$ cat config.mk
export PLATFORM = sky130hd
export DESIGN_NAME = nunchuk_poller
export DESIGN_NICKNAME = d
export VERILOG_FILES = /design/src/rtl/nunchuk_pkg.sv /design/src/rtl/nunchuk_packet_decode.sv /design/src/rtl/nunchuk_poller.sv
export SDC_FILE = /design/constraint.sdc
export NUM_CORES = 1
export LEC_CHECK = 0
export ABC_AREA = 1
export CORE_MARGIN = 10
export CORE_UTILIZATION = 61
export CTS_CLUSTER_DIAMETER = 80
export CTS_CLUSTER_SIZE = 10
export DETAILED_ROUTE_END_ITERATION = 6
export PLACE_DENSITY = 0.93
export SYNTH_ARGS = -nofsm -noshare
export SYNTH_HDL_FRONTEND = slang
export SYNTH_SLANG_ARGS = --single-unit
$ cat constraint.sdc
create_clock -name clk -period 3.7 [get_ports clk]
set_input_delay 0.74 -clock clk [delete_from_list [all_inputs] [get_ports clk]]
set_output_delay 0.74 -clock clk [all_outputs]
set_load 0.01 [all_outputs]
$ cat src/rtl/nunchuk_pkg.sv
// Shared types and constants for the Nunchuk poller: FSM states, init/convert
// command bytes, and the bit layout of the sixth packet byte.
package nunchuk_pkg;

  typedef enum logic [2:0] {
    INIT_A, INIT_B, IDLE, CONV, SETTLE, READ, DECODE, ERR_WAIT
  } nk_state_e;

  localparam logic [7:0] INIT_A_REG = 8'hF0;
  localparam logic [7:0] INIT_A_VAL = 8'h55;
  localparam logic [7:0] INIT_B_REG = 8'hFB;
  localparam logic [7:0] INIT_B_VAL = 8'h00;
  localparam logic [7:0] CONV_BYTE  = 8'h00;

  // b5 packs the button bits and the two LSBs of each accelerometer axis
  localparam int B5_Z  = 0;
  localparam int B5_C  = 1;
  localparam int B5_AX = 2;
  localparam int B5_AY = 4;
  localparam int B5_AZ = 6;

  typedef struct packed {
    logic [7:0] stick_x;
    logic [7:0] stick_y;
    logic [9:0] accel_x;
    logic [9:0] accel_y;
    logic [9:0] accel_z;
    logic       z;
    logic       c;
  } nk_fields_t;

  localparam nk_fields_t FIELDS_RST = '{
    stick_x: 8'd128, stick_y: 8'd128,
    accel_x: 10'd512, accel_y: 10'd512, accel_z: 10'd512,
    z: 1'b0, c: 1'b0
  };

  function automatic int cnt_w(input int n);
    return (n > 1) ? $clog2(n) : 1;
  endfunction

endpackage

$ cat src/rtl/nunchuk_packet_decode.sv
// Combinational unpack of the 6-byte report (b0 in the top byte) into fields,
// plus the all-FF flag that marks a disconnected controller.
module nunchuk_packet_decode
  import nunchuk_pkg::*;
(
  input  logic [47:0] pkt,
  output nk_fields_t  fields,
  output logic        all_ff
);

  logic [7:0] b0, b1, b2, b3, b4, b5;

  assign {b0, b1, b2, b3, b4, b5} = pkt;

  always_comb begin
    fields         = FIELDS_RST;
    fields.stick_x = b0;
    fields.stick_y = b1;
    fields.accel_x = {b2, b5[B5_AX +: 2]};
    fields.accel_y = {b3, b5[B5_AY +: 2]};
    fields.accel_z = {b4, b5[B5_AZ +: 2]};
    // buttons are active-low on the wire
    fields.z       = ~b5[B5_Z];
    fields.c       = ~b5[B5_C];
  end

  assign all_ff = &pkt;

endmodule

$ cat src/rtl/nunchuk_poller.sv
// Periodic Nunchuk poller: init handshake, conversion write, settle, 6-byte
// read burst and decode, driven through a one-byte-at-a-time I2C engine.
module nunchuk_poller
  import nunchuk_pkg::*;
#(
  parameter int POLL_CYCLES   = 833333,
  parameter int SETTLE_CYCLES = 10000
) (
  input  logic       clk,
  input  logic       rst_n,
  output logic       cmd_valid,
  input  logic       cmd_ready,
  output logic       cmd_start,
  output logic       cmd_stop,
  output logic       cmd_read,
  output logic       cmd_nack,
  output logic [7:0] cmd_wdata,
  input  logic       rsp_valid,
  input  logic [7:0] rsp_rdata,
  input  logic       rsp_err,
  output logic [7:0] stick_X,
  output logic [7:0] stick_Y,
  output logic [9:0] accel_X,
  output logic [9:0] accel_Y,
  output logic [9:0] accel_Z,
  output logic       z,
  output logic       c,
  output logic       data_valid,
  output logic       link_ok
);

  localparam int PW = cnt_w(POLL_CYCLES);
  localparam int SW = cnt_w(SETTLE_CYCLES);
  localparam logic [PW-1:0] POLL_LAST   = PW'(POLL_CYCLES - 1);
  localparam logic [SW-1:0] SETTLE_LAST = SW'(SETTLE_CYCLES - 1);

  nk_state_e   state;
  logic [2:0]  byte_idx;
  logic        busy;
  logic [47:0] pkt;
  logic [PW-1:0] poll_cnt;
  logic [SW-1:0] settle_cnt;
  nk_fields_t  fld, dec_fields;
  logic        dec_all_ff;

  logic       issue, nx_start, nx_stop, nx_read, nx_nack;
  logic [7:0] nx_wdata;

  nunchuk_packet_decode u_dec (
    .pkt    (pkt),
    .fields (dec_fields),
    .all_ff (dec_all_ff)
  );

  assign stick_X = fld.stick_x;
  assign stick_Y = fld.stick_y;
  assign accel_X = fld.accel_x;
  assign accel_Y = fld.accel_y;
  assign accel_Z = fld.accel_z;
  assign z       = fld.z;
  assign c       = fld.c;

  // payload of the next byte for the current state and position
  always_comb begin
    issue    = 1'b0;
    nx_start = 1'b0;
    nx_stop  = 1'b0;
    nx_read  = 1'b0;
    nx_nack  = 1'b0;
    nx_wdata = 8'h00;
    case (state)
      INIT_A: begin
        issue    = 1'b1;
        nx_start = (byte_idx == 3'd0);
        nx_stop  = (byte_idx != 3'd0);
        nx_wdata = (byte_idx == 3'd0) ? INIT_A_REG : INIT_A_VAL;
      end
      INIT_B: begin
        issue    = 1'b1;
        nx_start = (byte_idx == 3'd0);
        nx_stop  = (byte_idx != 3'd0);
        nx_wdata = (byte_idx == 3'd0) ? INIT_B_REG : INIT_B_VAL;
      end
      CONV: begin
        issue    = 1'b1;
        nx_start = 1'b1;
        nx_stop  = 1'b1;
        nx_wdata = CONV_BYTE;
      end
      READ: begin
        issue    = 1'b1;
        nx_read  = 1'b1;
        nx_start = (byte_idx == 3'd0);
        nx_stop  = (byte_idx == 3'd5);
        nx_nack  = (byte_idx == 3'd5);
      end
      default: ;
    endcase
  end

  always_ff @(posedge clk or negedge rst_n) begin
    if (!rst_n) begin
      state      <= INIT_A;
      byte_idx   <= 3'd0;
      busy       <= 1'b0;
      pkt        <= '0;
      poll_cnt   <= '0;
      settle_cnt <= '0;
      fld        <= FIELDS_RST;
      cmd_valid  <= 1'b0;
      cmd_start  <= 1'b0;
      cmd_stop   <= 1'b0;
      cmd_read   <= 1'b0;
      cmd_nack   <= 1'b0;
      cmd_wdata  <= 8'h00;
      data_valid <= 1'b0;
      link_ok    <= 1'b0;
    end else begin
      data_valid <= 1'b0;
      if (poll_cnt != POLL_LAST) poll_cnt <= poll_cnt + 1'b1;

      // payload registers only move when a new byte is offered
      if (cmd_valid && cmd_ready) begin
        cmd_valid <= 1'b0;
        busy      <= 1'b1;
      end else if (issue && !cmd_valid && !busy) begin
        cmd_valid <= 1'b1;
        cmd_start <= nx_start;
        cmd_stop  <= nx_stop;
        cmd_read  <= nx_read;
        cmd_nack  <= nx_nack;
        cmd_wdata <= nx_wdata;
      end

      case (state)
        INIT_A, INIT_B, CONV, READ: begin
          if (busy && rsp_valid) begin
            busy     <= 1'b0;
            byte_idx <= byte_idx + 3'd1;
            if (rsp_err && !cmd_read) begin
              state    <= ERR_WAIT;
              link_ok  <= 1'b0;
              poll_cnt <= '0;
              byte_idx <= 3'd0;
            end else begin
              case (state)
                INIT_A: if (byte_idx == 3'd1) begin
                  state    <= INIT_B;
                  byte_idx <= 3'd0;
                end
                INIT_B: if (byte_idx == 3'd1) begin
                  state    <= CONV;
                  byte_idx <= 3'd0;
                  poll_cnt <= '0;
                end
                CONV: begin
                  state      <= SETTLE;
                  byte_idx   <= 3'd0;
                  settle_cnt <= '0;
                end
                default: begin
                  pkt <= {pkt[39:0], rsp_rdata};
                  if (byte_idx == 3'd5) begin
                    state    <= DECODE;
                    byte_idx <= 3'd0;
                  end
                end
              endcase
            end
          end
        end
        SETTLE: begin
          if (settle_cnt == SETTLE_LAST) state <= READ;
          else settle_cnt <= settle_cnt + 1'b1;
        end
        DECODE: begin
          if (dec_all_ff) begin
            link_ok <= 1'b0;
            state   <= INIT_A;
          end else begin
            fld        <= dec_fields;
            data_valid <= 1'b1;
            link_ok    <= 1'b1;
            state      <= IDLE;
          end
        end
        IDLE: begin
          if (poll_cnt == POLL_LAST) begin
            state    <= CONV;
            poll_cnt <= '0;
          end
        end
        ERR_WAIT: begin
          if (poll_cnt == POLL_LAST) state <= INIT_A;
        end
        default: state <= INIT_A;
      endcase
    end
  end

endmodule

==> metrics.md <==
| Metric | Value |
|---|---|
| Cell variety after synth | `36` |
| Crit Path Max Fanout | `61` |
| Worst setup startpoint | `rsp_err` |
| First-pass GRT wire length | `~29 mm` |
| Worst-Margin Slew | `0.791 ns` |
| Switching part of the total power | `37.3%` |
| Drt pass-1 iters | `7` |
| DR vias/cell | `5.47` |
| Vias | `5861` |
| Number of synthesis warnings | `0` |
| Initial core utilization | `63.3%` |
| Number of max-cap violations | `0` |
| I/O pin count | `76` |
| Number of flops mapped to enable cells by yosys | `0` |
| Multi-input logic area | `2670 sq um` |
| Most repeated library cell on the critical path | `inv_1` |
| Layout fillers | `686` |
| H-tree depth | `4` |
| CP Launch Type | `primary input` |
| Crit path capture | `pkt[25]` |
| Hold Vio Cnt, Final | `0` |
| Largest net degree at the start of global routing | `73` |
| Adder-cell area share of the yosys netlist | `under 10%` |
| RR Endpoint | `accel_Y[8]` |
| Mux share of post-synthesis cell area | `0.432%` |
| Pleak | `between 0.003 and 0.004 uW` |
| Post-synthesis xor/xnor area fraction | `under 10%` |
| Crit path cell chain | `clkdlybuf4s50_1 -> inv_1 -> nor2_1 -> inv_1 -> nand3_2 -> buf_12 -> nand2_1 -> o21ai_1` |
| Fin nets | `939` |
| Synth Area in Simple Gates | `about a quarter` |
| R2r setup slk | `between 1 and 1.5 ns` |
| Worst r2r src | `pkt[32]` |
| Post-route minimum period | `2.46 ns` |
| TNS Setup | `0 ns` |
| Total wire length | `16.7 mm` |
| Total grt overflow | `0` |
| Ys flop type | `dfrtp_1` |
| Vias in the first global route | `5981` |
| Residual DRC | `0` |
| Register area | `about 3700 sq um` |
| Endpoints failing setup | `0` |
| Logic gate share of total power | `34.2%` |
| CP required | `4.03 ns` |
| Initial antenna violation count | `0` |
| Root buf cell | `clkbuf_16` |
| CP arrival | `2.79 ns` |
| Starting DRT DRC Count | `482` |
| Sequential cell fraction of total power | `around two fifths` |
| Crit path kind | `in2reg` |
| Seq cells post-synth | `approximately 150` |
| Max VDD drop | `between 0.5 and 0.6 mV` |
| Maximum clock rate | `0.407 GHz` |
| Syn avg cell area | `about 8.2 sq um` |
| Largest family of logic cells by synthesized area | `simple AND/OR/NAND/NOR gates` |
| Final slew viol count | `0` |
| Crit. End Element | `flop` |
| DP HPWL | `11.1 mm` |
| Clock power frac | `26.4%` |
| Routed Antenna Nets | `0` |
| Worst slew margin | `47.1%` |
| Worst skew pair latency | `roughly 0.42 ns` |
| Post-Synthesis Cell Area | `about 6900 sq um` |
| Status | `completed` |
| Total CTS buffers | `17` |
| CTS resizes | `0` |
| Hold WC Path Type | `in2async` |
| Post-Syn Instances | `between 800 and 900` |
| Port bufs | `75` |
| Post-CTS Setup Bufs | `0` |
| Die area | `16100 sq um` |
| Final hold slack | `roughly 0.3 ns` |
| Synth Area in Compound Gates | `around a tenth` |
| CTS clk-pin slew, worst paths | `0.06 ns` |
| P&R area growth vs syn | `20.0%` |
| RSZ-0062 raised after global routing | `false` |
| Clock skew | `approximately 0.0094 ns` |
| Fin crit share | `around 66%` |
| Die Wd | `127 microns` |
| Fraction of layout cells with a size suffix above 1 | `8.05%` |
| Int Power | `between 4000 and 5000 uW` |
| Mapped Nets | `866` |
| Longest Clk Path Bufs | `2` |
| GRT Resource Usage Total | `21.5%` |
| Sequential share of the synthesized area | `roughly 54%` |
| Cts hold-fix bufs | `0` |
| Crit path largest cell delay | `between 0.5 and 0.6 ns` |
| Die Height | `between 100 and 150 microns` |
| Diodes inserted | `0` |
| Sw power | `2400 uW` |
| Power per Cell Area | `774 nW/um^2` |
| Post-DR wirelength/cell | `15.6 microns` |
| Slowest cell on crit path | `nand3_2` |
| # rows | `38` |
| Clk sink count | `149` |
| Ys async rst share | `100%` |
| Reg2Reg Depth | `9` |
| Core area | `11000 sq um` |
| CTS tree | `yes` |
| GPL Wtd Cong | `between 0.9 and 1` |
-- critical path: cells and delay by family --
kind	cells	cell delay [ns]
AO/OA/AOI/OAI	1	0.13
buffers and inverters	4	0.98
AND/OR/NAND/NOR	3	0.93
-- registers in the layout (all words and copies together) (netlist names), 3 cells and up --
name / cells
stick_X: 8
byte_idx: 3
accel_Z: 10
settle_cnt: 14
accel_Y: 10
stick_Y: 8
poll_cnt: 20
pkt: 48
state: 3
cmd_wdata: 5
accel_X: 10
-- routing by layer --
metal  up-vias  share of wire, %  GRT usage (%)
li1       2810                 -              -
met1      2801                41           25.9
met2       211                50           35.2
met3        39               6.5           6.50
met4         0               2.2           9.24
met5         -                 0              0
-- final cells by class --
cell class	instances	area share, %
clock buffers	21	5.52
clock inverters	11	1.50
inverters	95	4.36
multi-input cells	575	32.0
flip-flops and latches	149	44.8
well taps	140	2.10
repair buffers	81	9.70
-- cells in the final DEF (no fill, tap or decap), types with 2 or more instances in the layout --
master,n
nor2_1,95
clkdlybuf4s50_1,74
nor3_1,12
inv_1,89
clkinvlp_4,2
a31oi_1,2
nand3_1,32
nand2_4,2
a21oi_1,19
clkbuf_8,2
clkinv_4,2
dfrtp_1,144
o21ai_1,30
inv_4,3
nor2_2,4
bufinv_16,2
nor2_4,4
buf_4,5
clkinv_2,3
xor2_1,14
clkbuf_1,2
dfstp_2,5
nand4_1,5
nand2_1,251
nor3_2,2
nand3_2,2
inv_6,2
o21ai_0,73
nand2_2,10
ha_1,7
mux2_4,2
inv_2,3
clkbuf_16,17
-- how the worst min path moves through the flow --
stage,start,endpoint,slack (ns),cells after the start
after global placement,link_ok,link_ok,0.46,2
final,rst_n,accel_Y[0],0.30,1
after CTS,rst_n,accel_Y[0],0.34,1
after detailed placement,link_ok,link_ok,0.46,2
after floorplan,rst_n,accel_X[0],0.44,0
after global routing,rst_n,accel_Y[0],0.36,1
-- cell usage after synthesis (all sizes together) (7+ instances only) --
cell   count  area, sq um
o21ai    103          515
nor2     103          427
inv       95          364
a21oi     19         95.1
ha         7         87.6
buf       24          166
nand2    263         1030
dfrtp    144         3600
nor3      14         80.1
nand3     34          180
xor2      14          123
-- metrics by stage --
stage	cells	cell area, sq um	utilization, %	setup WS, ns	power, uW
floorplan	846	6950	-	1.98	3860
global placement	1040	7760	70.6	1.05	4630
detailed placement	1040	7760	70.6	0.945	4720
CTS	1072	8340	76.0	1.30	6460
global route	1072	8340	76.0	1.08	6880
finish	1072	8340	76.0	1.24	6450
-- power groups by stage --
stage	Sequential [uW]	Clock, uW	Combinational [uW]
detailed placement	2540	0	2180
CTS	2530	1710	2230
finish	2540	1700	2210
floorplan	2520	0	1340
global route	2600	1780	2490
global placement	2520	0	2110
-- logic make-up after synthesis --
group | count (synthesis)
compound gates | 129
xor+xnor | 14
fa+ha+maj | 7
buf+inv | 122
flops | 149
mux | 2
simple gates | 423
Note: power is estimated with default switching activity, not from simulation.
